==> src/rtl/simmem_delay_releaser.sv <==
// Per-ID delay tracker: each accepted request holds a slot that counts down its delay,
// expired slots raise release_en for their ID, and bank handshakes retire them.
module simmem_delay_releaser #(
   parameter int unsigned IDWidth    = 4,
   parameter int unsigned NumSlots   = 8,
   parameter int unsigned DelayWidth = 8
) (
   input  logic                          clk_i,
   input  logic                          rst_i,
   input  logic                          req_valid_i,
   output logic                          req_ready_o,
   input  logic [IDWidth-1:0]            req_id_i,
   input  logic [DelayWidth-1:0]         req_delay_i,
   output logic [(2**IDWidth)-1:0]       release_en_o,
   input  logic                          done_valid_i,
   input  logic [IDWidth-1:0]            done_id_i,
   output logic [$clog2(NumSlots):0]     occupancy_o,
   output logic                          err_o
);

   localparam int unsigned OccWidth = $clog2(NumSlots) + 1;

   logic [NumSlots-1:0]   valid_q, valid_d;
   logic [IDWidth-1:0]    id_q  [NumSlots];
   logic [IDWidth-1:0]    id_d  [NumSlots];
   logic [DelayWidth-1:0] cnt_q [NumSlots];
   logic [DelayWidth-1:0] cnt_d [NumSlots];
   logic                  err_q, err_d;

   logic [NumSlots-1:0]   expired_s;
   logic [NumSlots-1:0]   accept_sel_s;
   logic [NumSlots-1:0]   retire_sel_s;
   logic [OccWidth-1:0]   occ_s;
   logic                  free_found_s;
   logic                  match_found_s;

   // Slot observation: expiry, per-ID release vector, occupancy and ready, all from registered state.
   always_comb begin
      release_en_o = '0;
      occ_s        = '0;
      for (int i = 0; i < NumSlots; i++) begin
         expired_s[i] = valid_q[i] && (cnt_q[i] == '0);
         if (expired_s[i]) begin
            release_en_o[id_q[i]] = 1'b1;
         end else begin
            release_en_o = release_en_o;
         end
         occ_s = occ_s + OccWidth'(valid_q[i]);
      end
      req_ready_o = !rst_i && (occ_s < OccWidth'(NumSlots));
   end

   // Priority pick of the lowest free slot for accepts and the lowest matching expired slot for retires.
   always_comb begin
      free_found_s  = 1'b0;
      match_found_s = 1'b0;
      accept_sel_s  = '0;
      retire_sel_s  = '0;
      for (int i = 0; i < NumSlots; i++) begin
         if (!valid_q[i] && !free_found_s) begin
            free_found_s    = 1'b1;
            accept_sel_s[i] = 1'b1;
         end else begin
            accept_sel_s[i] = 1'b0;
         end
         if (expired_s[i] && (id_q[i] == done_id_i) && !match_found_s) begin
            match_found_s   = 1'b1;
            retire_sel_s[i] = 1'b1;
         end else begin
            retire_sel_s[i] = 1'b0;
         end
      end
   end

   // Next-state for slots and the sticky error; accept and retire never target the same slot.
   always_comb begin
      valid_d = valid_q;
      id_d    = id_q;
      cnt_d   = cnt_q;
      err_d   = err_q;
      for (int i = 0; i < NumSlots; i++) begin
         if (valid_q[i] && (cnt_q[i] != '0)) begin
            cnt_d[i] = cnt_q[i] - DelayWidth'(1);
         end else begin
            cnt_d[i] = cnt_q[i];
         end
         if (done_valid_i && retire_sel_s[i]) begin
            valid_d[i] = 1'b0;
         end else if (req_valid_i && req_ready_o && accept_sel_s[i]) begin
            valid_d[i] = 1'b1;
            id_d[i]    = req_id_i;
            cnt_d[i]   = req_delay_i;
         end else begin
            valid_d[i] = valid_q[i];
         end
      end
      if (done_valid_i && !match_found_s) begin
         err_d = 1'b1;
      end else begin
         err_d = err_q;
      end
   end

   // State registers with synchronous reset.
   always_ff @(posedge clk_i) begin
      if (rst_i) begin
         valid_q <= '0;
         err_q   <= 1'b0;
         for (int i = 0; i < NumSlots; i++) begin
            id_q[i]  <= '0;
            cnt_q[i] <= '0;
         end
      end else begin
         valid_q <= valid_d;
         err_q   <= err_d;
         id_q    <= id_d;
         cnt_q   <= cnt_d;
      end
   end

   assign occupancy_o = occ_s;
   assign err_o       = err_q;

endmodule

==> config.mk <==
export PLATFORM = sky130hd
export DESIGN_NAME = simmem_delay_releaser
export DESIGN_NICKNAME = d
export VERILOG_FILES = /design/src/rtl/simmem_delay_releaser.sv
export SDC_FILE = /design/constraint.sdc
export NUM_CORES = 1
export LEC_CHECK = 0
export CORE_MARGIN = 4
export CORE_UTILIZATION = 67
export CTS_BUF_LIST = sky130_fd_sc_hd__clkbuf_4 sky130_fd_sc_hd__clkbuf_8
export CTS_CLUSTER_DIAMETER = 80
export DETAILED_ROUTE_END_ITERATION = 7
export PLACE_DENSITY = 0.88
export SLEW_MARGIN = 20
export SYNTH_ARGS = -nofsm -noshare
export SYNTH_HDL_FRONTEND = slang
export SYNTH_SLANG_ARGS = --single-unit
==> constraint.sdc <==
create_clock -name clk_i -period 9.08 [get_ports clk_i]
set_input_delay 1.816 -clock clk_i [delete_from_list [all_inputs] [get_ports clk_i]]
set_output_delay 1.816 -clock clk_i [all_outputs]
set_load 0.01 [all_outputs]
After elaboration in Yosys (flattened, before gate mapping)

Index checks and enable logic that the tools add are counted.

Bits in registers: 105
Output and inout port bits: 22

Add/subtract/negate cells: 15
Equality and inequality tests: 8
Bitwise operators: 15
Reductions and logical operators: 119
Multiplexer cells: 77
Order comparisons: 17

Operators by type and width:

| cell                                                                   | count |
|---|---|
| 8-bit two-way mux                                                      | 24 |
| 16-bit two-way mux                                                     | 8 |
| 16-bit OR                                                              | 7 |
| 1-bit logical AND                                                      | 65 |
| 8-bit logical NOT                                                      | 8 |
| 8-bit nonzero test                                                     | 8 |
| 8-bit by 1-bit subtractor with 8-bit output (second input constant)    | 8 |
| 4-bit by 5-bit < comparator with 1-bit output (second input constant)  | 8 |
| 1-bit two-way mux                                                      | 37 |
| 1-bit demux with 4-bit select                                          | 8 |
| 4-bit == test                                                          | 8 |
| 4-bit by 1-bit >= comparator with 1-bit output (second input constant) | 8 |
| 1-bit logical NOT                                                      | 22 |
| 4-bit by 1-bit adder with 4-bit output                                 | 4 |
| 2-bit AND reduction                                                    | 8 |
| 2-bit OR reduction                                                     | 8 |
| 1-bit NOT                                                              | 8 |
| 3-bit by 1-bit adder with 4-bit output                                 | 1 |
| 4-bit < comparator (second input constant)                             | 1 |
| 2-bit by 1-bit adder with 3-bit output                                 | 1 |
| 1-bit by 1-bit adder with 2-bit output                                 | 1 |

Longest topological paths before layout

Depth after elaboration: 28
Mapped depth: 13
Depth with buffers taken out: 12

Worst setup path before layout

Ideal clock, no wire load.

Path type: register to output
From: reg valid_q[0]
To: out occupancy_o[2]
Slack: 4.546 ns
Stages on the path, launching flop included: 10
Arrival time: 2.718 ns
Data required time: 7.264 ns
Path through: dfxtp_1 fa_1 inv_1 fa_1 fa_1 inv_1 ha_1 inv_1 fa_1 xnor2_1

Cells in the longest elaborated chain, start to end: 7

RTL lines:

| what                                                | line | RTL |
|---|---|---|
| start, declared                                     | 23   | `logic [NumSlots-1:0] valid_q, valid_d;` |
| start signal, assigned                              | 114  | `valid_q <= valid_d;` |
| 1-bit by 1-bit adder with 2-bit output              | 48   | `occ_s = occ_s + OccWidth'(valid_q[i]);` |
| 2-bit by 1-bit adder with 3-bit output              | 48   |  |
| 3-bit by 1-bit adder with 4-bit output              | 48   |  |
| 4-bit by 1-bit adder with 4-bit output (4 in a row) | 48   |  |
| end, declared                                       | 17   | `output logic [$clog2(NumSlots):0] occupancy_o,` |

Every way passes these cells.

Final worst setup path

Ends and elaborated chain as after synthesis.

==> summary.md <==
| Metric | Value |
|---|---|
| Worst-margin pin slew | `1.122 ns` |
| Drt total wl | `about 23 mm` |
| NetSw | `approximately 0.24 mW` |
| # Post-CTS Setup Buffers | `0` |
| Internal power | `0.6762 mW` |
| Max-slew violation count | `0` |
| Lkg Pwr | `2.551 nW` |
| Final setup fails | `0` |
| Initial Utilization | `0.6856` |
| PD cells | `121.5 mW/mm²` |
| Initial antenna violation count | `0` |
| Layout cells sized above 1 | `0.03974` |
| Drt via density | `6.869` |
| Combinational power share | `0.109` |
| Nets@finish | `947` |
| Crit path setup slack, layout | `3.306 ns` |
| Worst VDD drop | `0.0001454 V` |
| Area of the multi-input gates | `0.004524 mm²` |
| Pre-CTS setup slack | `3.882 ns` |
| Port Buf Inserts | `slightly above 40` |
| Sequential-to-total area share from yosys stat | `0.2970` |
| Die height | `110.8 µm` |
| Pre-antenna DRT Iters | `5` |
| Synth unique cells | `73` |
| Yosys top cell by area | `dfxtp_1` |
| DR WL/cell | `22.30 µm` |
| Clk sinks | `105` |
| Main flop type after synthesis | `dfxtp_1` |
| Die X | `110.8 µm` |
| Root Buffer | `clkbuf_8` |
| Crit-path max FO | `11` |
| First-pass GRT wire length | `36.92 mm` |
| N_diodes | `0` |
| Setup_tns | `0 ns` |
| Num CTS Buffers | `9` |
| Number of routed nets with antenna violations | `0` |
| Clock latency on the worst-skew pair | `approximately 0.4 ns` |
| Arr. time, crit path | `3.96 ns` |
| Via count | `7158` |
| Number of remaining DRC errors | `0` |
| Top cell type's share of synthesized area | `0.2970` |
| CP Cell Sequence | `fa_1, inv_1, fa_1, fa_1, inv_1, ha_1, inv_1, fa_1, xnor2_1, clkdlybuf4s50_1` |
| #FFs+latches synth | `105` |
| Ys Warns | `0` |
| CP Data Required Time | `7.26 ns` |
| Max incr delay on CP | `0.61 ns` |
| Status | `completed` |
| Clock tree buffer depth | `2` |
| Io pins | `42` |
| Period utilisation layout | `0.6359` |
| Share of async-settable or async-resettable flops after synthesis | `0` |
| CTS tree | `yes` |
| Setup CP Type | `flip-flop to primary output` |
| Gr ovfl total | `0` |
| Die ar. | `0.01227 mm²` |
| Skew final | `between 0.02 and 0.025 ns` |
| Max Cap Violations | `0` |
| Most frequent cells after synthesis | `nor2_1 (115), dfxtp_1 (105), nand2_1 (98)` |
| FF+latch area | `0.002102 mm²` |
| Clk network pwr share | `0.369` |
| Sequential Power Share | `0.522` |
| Dominant cell by count in the synthesized netlist | `nor2_1` |
| RSZ-0062 raised after global routing | `no` |
| R2R Setup Slk | `4.65 ns` |
| Most used cell, CP | `fa_1` |
| WP buf/inv | `4` |
| First DRT Iteration DRCs | `~780` |
| Clock slew at reported path FFs | `~0.10 ns` |
| Overall global routing resource usage | `0.3725` |
| Synth area leaders | `dfxtp_1 (30%), xnor2_1 (6.3%), nor2_1 (6.1%), a211oi_1 (5.7%), nand2_1 (5.2%)` |
| Slew HR | `0.2414` |
| CP max stage cell | `dfxtp_1` |
| Site Rows | `37` |
| H-tree level count | `3` |
| Fin. Hold Viols | `0` |
| Syn_nets | `957` |
| Mapped Avg Cell Area | `7.761 µm²` |
| Post-cts sizing count | `0` |
| Hold WC Path Type | `flip-flop to flip-flop` |
| Fillers | `between 700 and 800` |
| Fmax | `0.1732 GHz` |
| Layout area overhead | `6.982%` |
| Crit path max-delay family | `adder cells` |
| Worst Setup End Kind | `primary output` |
| Vias in the first global route | `7205` |
| DP Wirelength | `16.70 mm` |
| Global placer's final weighted congestion | `~0.96` |
| Core ar. | `roughly 0.010 mm²` |
| Pin count of the biggest net entering global routing | `107` |
| Sw Ratio | `0.2652` |
| Post-synth EDFFs | `0` |
| Synth Cell Area | `roughly 0.007 mm²` |
| Post-layout min period | `between 5 and 6 ns` |
| Startpoint types | `flip-flop` |
| Cell count after synthesis | `912` |
| CTS Hold Buffers Added | `0` |
[path summary, 6_finish.rpt]
| kind | start | depth (start not counted) | end |
|---|---|---|---|
| worst max-delay path | valid_q[0] | 10 | occupancy_o[2] |
| worst min-delay path | cnt_q[26] | 2 | cnt_q[26] |
| worst max register to register | valid_q[0] | 12 | cnt_q[23] |
| worst min register to register | cnt_q[26] | 2 | cnt_q[26] |
[power groups by stage]
| stage | Clock [mW] | Sequential [mW] | Combinational [mW] |
|---|---|---|---|
| 6_report | 0.339 | 0.480 | 0.101 |
| 3_3_place_gp | 0 | 0.489 | 0.0909 |
| 4_1_cts | 0.337 | 0.480 | 0.0974 |
| 5_1_grt | 0.355 | 0.481 | 0.108 |
| 3_5_place_dp | 0 | 0.490 | 0.0952 |
| 2_1_floorplan | 0 | 0.486 | 0.0695 |
[cells by family (layout without fill, tap and decap cells)]
logic type               count (synthesis)  after routing  share of synthesized area
AO/OA/AOI/OAI                          174            174                     0.1764
AND/OR/NAND/NOR                        415            415                     0.2952
adder cells (fa/ha/maj)                 25             25                    0.04844
multiplexers                            15             15                    0.02139
buffers and inverters                   99             93                    0.06381
XOR/XNOR                                79             79                    0.09776
flip-flops                             105            105                     0.2970
[stage by stage]
stage               instances  power [mW]  hold slack, ns    util  instance area, µm²
finish                   1042      0.9203          0.5232  0.7335                7572
global route             1042      0.9440          0.5364  0.7335                7572
CTS                      1042      0.9143          0.5109  0.7335                7572
detailed placement       1027      0.5853          0.4793  0.7117                7347
global placement         1027      0.5798          0.4933  0.7117                7347
floorplan                 912      0.5559          0.4696       -                7078
[state kept, by name, summed over array words and instances, names as in the netlist]
signal	count
id_q	32
err_o	1
valid_q	8
cnt_q	64
[metal layers]
| metal | share of wire | track usage | vias up | wire length [µm] |
|---|---|---|---|---|
| met1 | 0.38 | 0.4516 | 3321 | 8741 |
| li1 | - | - | 3222 | - |
| met4 | 0.049 | 0.1897 | 0 | 1136 |
| met5 | 0 | 0 | - | 0 |
| met2 | 0.46 | 0.6121 | 500 | 10790 |
| met3 | 0.11 | 0.09279 | 115 | 2569 |
[final cells by class]
type / instances / share of cell area
clock inverter: 4 / 0.009749
inverter: 36 / 0.01785
tap: 136 / 0.02247
multi-input combinational: 708 / 0.5975
timing repair buffer: 42 / 0.05486
sequential: 105 / 0.2776
clock buffer: 11 / 0.01999
[cell usage in the layout (no fill, tap or decap), types with 7 or more instances in the layout]
master / Yosys / routed
nand2_1: 98 / 98
mux2i_1: 14 / 14
nand3_1: 30 / 30
nand3b_1: 12 / 12
a311oi_1: 9 / 9
clkdlybuf4s50_1: 0 / 40
dfxtp_1: 105 / 105
nor4_1: 14 / 14
inv_1: 36 / 36
ha_1: 21 / 21
o21ai_0: 7 / 7
nand2b_1: 16 / 16
nor2_1: 115 / 115
nor3_1: 47 / 47
nor2b_1: 14 / 14
clkbuf_8: 0 / 11
o22ai_1: 13 / 13
a21oi_1: 39 / 39
nor4b_1: 7 / 7
xor2_1: 28 / 28
a221oi_1: 10 / 10
nand4_1: 9 / 9
a211oi_1: 54 / 54
xnor2_1: 51 / 51
or3_1: 14 / 14
[worst min-delay path, stage by stage (launching register included)]
cell	delay, ns
dfxtp_1	0.34
nand2_1	0.06
a311oi_1	0.08
(Power assumes the default switching activity.)
